$ cat config.mk
export PLATFORM = sky130hd
export DESIGN_NAME = de0_slider_debounce
export DESIGN_NICKNAME = d
export VERILOG_FILES = /design/src/rtl/de0_slider_debounce.sv
export SDC_FILE = /design/constraint.sdc
export NUM_CORES = 1
export LEC_CHECK = 0
export CAP_MARGIN = 20
export CELL_PAD_IN_SITES_DETAIL_PLACEMENT = 2
export CELL_PAD_IN_SITES_GLOBAL_PLACEMENT = 2
export CORE_MARGIN = 2
export CORE_UTILIZATION = 40
export CTS_CLUSTER_SIZE = 25
export DETAILED_ROUTE_END_ITERATION = 8
export PLACE_DENSITY = 0.75
export SYNTH_ARGS = -nofsm -noshare
export SYNTH_HDL_FRONTEND = slang
export SYNTH_SLANG_ARGS = --single-unit
$ cat constraint.sdc
create_clock -name clk -period 2.3 [get_ports clk]
set_input_delay 0.46 -clock clk [delete_from_list [all_inputs] [get_ports clk]]
set_output_delay 0.46 -clock clk [all_outputs]
set_load 0.005 [all_outputs]
$ cat src/rtl/de0_slider_debounce.sv
// Slider switch conditioner: 2-FF synchronizer, debounce and change-pulse generation.
// Build option DB_ALL_STABLE_EN selects whole-vector debounce instead of per-bit debounce.
module de0_slider_debounce #(
   parameter int unsigned DB_CNT = 500000,
   parameter int unsigned CNT_W  = 20
) (
   input  logic       clk,
   input  logic       rst_n,
   input  logic [3:0] sw_in,
   output logic [3:0] dout,
   output logic       dout_chg,
   output logic [3:0] chg_mask
);

   localparam int unsigned NB = 4;
   localparam logic [CNT_W-1:0] CNT_LAST = CNT_W'(DB_CNT - 1);

   logic [NB-1:0] s1;
   logic [NB-1:0] s2;
   logic [NB-1:0] upd_c;

   // two-stage synchronizer for the asynchronous switch inputs
   always_ff @(posedge clk or negedge rst_n) begin
      if (!rst_n) begin
         s1 <= '0;
         s2 <= '0;
      end else begin
         s1 <= sw_in;
         s2 <= s1;
      end
   end

`ifdef DB_ALL_STABLE_EN

   logic [NB-1:0]    p;
   logic [CNT_W-1:0] vcnt;
   logic             mism_c;
   logic             moving_c;

   always_comb begin
      mism_c   = (s2 != dout);
      moving_c = (s2 != p);
      upd_c    = '0;
      if (mism_c && !moving_c && (vcnt == CNT_LAST))
         upd_c = s2 ^ dout;
   end

   // shared counter restarts whenever any synchronized bit moves
   always_ff @(posedge clk or negedge rst_n) begin
      if (!rst_n) begin
         p    <= '0;
         vcnt <= '0;
      end else begin
         p <= s2;
         if (!mism_c || moving_c || (vcnt == CNT_LAST))
            vcnt <= '0;
         else
            vcnt <= vcnt + CNT_W'(1);
      end
   end

`else

   typedef enum logic {
      ST_STABLE = 1'b0,
      ST_COUNT  = 1'b1
   } state_t;

   state_t           state [NB];
   logic [CNT_W-1:0] cnt   [NB];

   always_comb begin
      upd_c = '0;
      for (int i = 0; i < NB; i++)
         upd_c[i] = (state[i] == ST_COUNT) && (s2[i] != dout[i]) && (cnt[i] == CNT_LAST);
   end

   // entering COUNT already counts the first mismatching cycle
   always_ff @(posedge clk or negedge rst_n) begin
      if (!rst_n) begin
         for (int i = 0; i < NB; i++) begin
            state[i] <= ST_STABLE;
            cnt[i]   <= '0;
         end
      end else begin
         for (int i = 0; i < NB; i++) begin
            case (state[i])
               ST_STABLE: begin
                  if (s2[i] != dout[i]) begin
                     state[i] <= ST_COUNT;
                     cnt[i]   <= CNT_W'(1);
                  end else begin
                     cnt[i] <= '0;
                  end
               end
               ST_COUNT: begin
                  if ((s2[i] == dout[i]) || (cnt[i] == CNT_LAST)) begin
                     state[i] <= ST_STABLE;
                     cnt[i]   <= '0;
                  end else begin
                     cnt[i] <= cnt[i] + CNT_W'(1);
                  end
               end
               default: begin
                  state[i] <= ST_STABLE;
                  cnt[i]   <= '0;
               end
            endcase
         end
      end
   end

`endif

   // accepted bits flip dout; flags coincide with the new dout value
   always_ff @(posedge clk or negedge rst_n) begin
      if (!rst_n) begin
         dout     <= '0;
         dout_chg <= 1'b0;
         chg_mask <= '0;
      end else begin
         dout     <= dout ^ upd_c;
         dout_chg <= |upd_c;
         chg_mask <= upd_c;
      end
   end

endmodule

==> results.py <==
metrics = {
    "run_status": {
        "run_status": "finished, final reports clean",
    },
    "sta": {
        "post-route-worst-setup-slack_ns": 0.2768,
        "post-route-min-period_ns": 2.023,
        "setup_violations": 0,
        "worstMarginPinSlew_ns": 0.5411,
        "max_freq_mhz": 494.3,
        "finClkSkew_ns": 0.005260,
        "slew_headroom_pct": 63.65,
        "finalMaxSlewViolations": 0,
        "min_period_over_period_pct": 87.96,
        "timing_hold_violations_final": 0,
        "grt_setup_unrepaired": "false",
        "setup_total_negative_slack_ns": 0,
    },
    "placement": {
        "global_placer_s_final_weighted_congestion": 0.7865,
        "post_placement_cell_count": 618,
        "preCtsSetupSlack_ns": 0.2782,
        "detailed_placer_s_ending_hpwl_mm": 8.111,
        "io_buffers": 14,
    },
    "setup_path": {
        "gate_family_responsible_for_the_most_delay_along_the_worst_path": "simple AND/OR/NAND/NOR gates",
        "timing.setup.critical_path_class": "reg -> reg",
        "crit_buf_inv": 0,
        "cp_cell_sequence": "ha_1 > and4_1 > nand4_1 > or4_1 > a31oi_1",
        "cp.arrival_ns": 2.28,
        "critical-path-max-stage-delay_ns": 0.48,
        "worstPathMaxFanout": 6,
        "critical_path_required_ns": 2.56,
        "crit_path_start_kind": "flip-flop",
        "cell_with_the_largest_stage_delay_on_the_worst_path": "sky130_fd_sc_hd__or4_1",
        "critical_path.endpoint_type": "flip-flop",
    },
    "routing": {
        "detailedRoute.firstIterationViolations": 155,
        "antenna_left": 0,
        "detail_route.drc_violations": 0,
        "routed_wirelength_mm": 11.59,
        "initial_drt_pass_iterations": 4,
        "vias": 3668,
        "vias_per_cell": 5.785,
        "detail_route.wl_per_cell_um": 18.28,
    },
    "cells_and_area": {
        "layout_commonest_cell": "sky130_fd_sc_hd__dfrtp_1",
        "finish.cell_count_without_fillers": 634,
        "drive_gt1_share_pct": 7.128,
        "fin_nets": 496,
        "layout.filler_cells": 1225,
        "insertedDiodeCount": 0,
        "area_growth_syn_to_layout_pct": 14.31,
        "final_cell_mix": "sky130_fd_sc_hd__dfrtp_1 (101), sky130_fd_sc_hd__nor2_1 (61), sky130_fd_sc_hd__nand3_1 (35), sky130_fd_sc_hd__xor2_1 (33), sky130_fd_sc_hd__nand2_1 (27)",
    },
    "clocking": {
        "clk_latency_ns": 0.35,
        "cts.sink_count": 101,
        "ctsRootBufferMaster": "sky130_fd_sc_hd__clkbuf_16",
        "post-cts-setup-buffer-count": 0,
        "cts_tree": "built",
        "number_of_buffers_created_by_cts": 9,
        "cts_h_tree_depth": 3,
        "post_cts_hold_buffer_count": 0,
        "cts-root-to-sink-buffers": 2,
        "post_cts_repair_resize_count": 0,
        "clk_transition_reported_paths_ns": 0.07,
    },
    "floorplan": {
        "num_rows": 39,
        "initial_core_util_pct": 41.10,
        "die_x_um": 112.6,
        "io-pin-count": 15,
        "floorplan.die.height_um": 112.6,
        "placeableCoreArea_um2": 11470,
        "die_area_um2": 12670,
    },
    "global_route": {
        "grt_first_pass_wirelength_mm": 20.71,
        "grt_pass1_vias": 4131,
        "gr-total-overflow": 0,
        "globalRouteTotalUtil_pct": 20.26,
        "number_of_antenna_violations_at_the_first_check_in_global_routing": 0,
        "grt_start_max_net_pins": 44,
    },
    "synthesis": {
        "ys_types": 37,
        "synth.yosys.seq_area_share_pct": 53.62,
        "yosys_most_used_dff": "sky130_fd_sc_hd__dfrtp_1",
        "synth_edf_count": 0,
        "synthCells": 459,
        "asyncSetResetFlopFracSynth_pct": 100.0,
        "postSynthAreaPerCell_um2": 10.27,
        "yosys_warnings": 0,
        "area_of_the_mapped_netlist_um2": 4713,
        "synth.ff_latch_count": 101,
        "synthesis.nets": 469,
    },
    "power": {
        "total_power_uw": 3527,
        "peak_supply_drop_mv": 0.4960,
        "power.density_cell_area_nw_per_um2": 654.6,
        "cellLeakagePower_uw": 0.002116,
    },
    "job": {
        "timing.max_cap.violations": 0,
    },
    "hold_path": {
        "hold_path_class": "in -> async",
    },
}
cells by family after synthesis:
kind of cell	after synthesis	share of synthesized area, %
XOR/XNOR	56	10.41
flip-flops	101	53.62
AND/OR/NAND/NOR	225	26.60
AO/OA/AOI/OAI	58	7.114
buffers and inverters	15	1.195
adder cells (fa/ha/maj)	4	1.062
routing by layer:
| metal | vias up | part of all wire [%] | track usage [%] |
|---|---|---|---|
| met1 | 1908 | 46 | 25.92 |
| li1 | 1720 | - | - |
| met5 | - | 0 | 0 |
| met4 | 0 | 1.2 | 4.959 |
| met2 | 29 | 51 | 34.65 |
| met3 | 11 | 2.3 | 5.022 |
state kept, by name, summed over array words and instances (netlist names):
| register | count |
|---|---|
| chg_mask | 4 |
| cnt | 80 |
| dout | 4 |
| dout_chg | 1 |
| s1 | 4 |
| s2 | 4 |
| state | 4 |
layout make-up:
cell class / instances / area [µm²] / share of cell area (%)
clock buffers: 10 / 229.0 / 4.250
clock inverters: 6 / 63.81 / 1.184
inverters: 5 / 18.77 / 0.3484
multi-input cells: 343 / 2130 / 39.53
flip-flops and latches: 101 / 2527 / 46.91
well taps: 143 / 178.9 / 3.321
repair buffers: 26 / 240.2 / 4.459
report_power, final:
| part | internal, µW | switching (µW) | total [µW] |
|---|---|---|---|
| clock | 842 | 667 | 1510 |
| sequential | 1810 | 37.0 | 1850 |
| combinational | 56.9 | 112 | 169 |
| total | 2710 | 816 | 3530 |
worst paths after layout:
check                       start       to  slack (ns)  cells after the start
setup / recovery           cnt[0]  cnt[18]        0.28                      5
hold / removal              rst_n  cnt[28]        0.04                      1
setup reg to reg           cnt[0]  cnt[18]        0.28                      5
hold reg to reg             s1[2]    s2[2]        0.35                      0
max in group asynchronous   rst_n  cnt[68]        1.66                      2
min in group clk            s1[2]    s2[2]        0.35                      0
metrics by stage:
| step | util, % | area (µm²) | hold slack [ns] |
|---|---|---|---|
| floorplan | - | 4713 | 0.1644 |
| global placement | 44.43 | 5095 | 0.3324 |
| detailed placement | 44.43 | 5095 | 0.3403 |
| CTS | 46.98 | 5388 | 0.05091 |
| global route | 46.98 | 5388 | 0.05550 |
| finish | 46.98 | 5388 | 0.03996 |
synthesized netlist by cell type, drive strengths merged, types with 2 or more instances:
master	count	share of area (%)
dfrtp	101	54
nor2	61	4.9
nand3	36	3.9
xor2	33	6.1
nand2	27	2.2
nand4	24	3.8
xnor2	23	4.3
a21oi	22	2.3
o21ai	16	1.7
and4	13	2.4
or3	13	1.7
or4	13	2.2
clkbuf	10	0.80
nor4	9	1.3
o31ai	9	1.4
nor3	8	0.85
and3	5	0.66
inv	5	0.40
nor4b	5	0.93
ha	4	1.1
nand2b	4	0.53
o22ai	4	0.53
o21bai	3	0.48
a31oi	2	0.27
nand3b	2	0.32
Power figures use the tool's default switching activity.
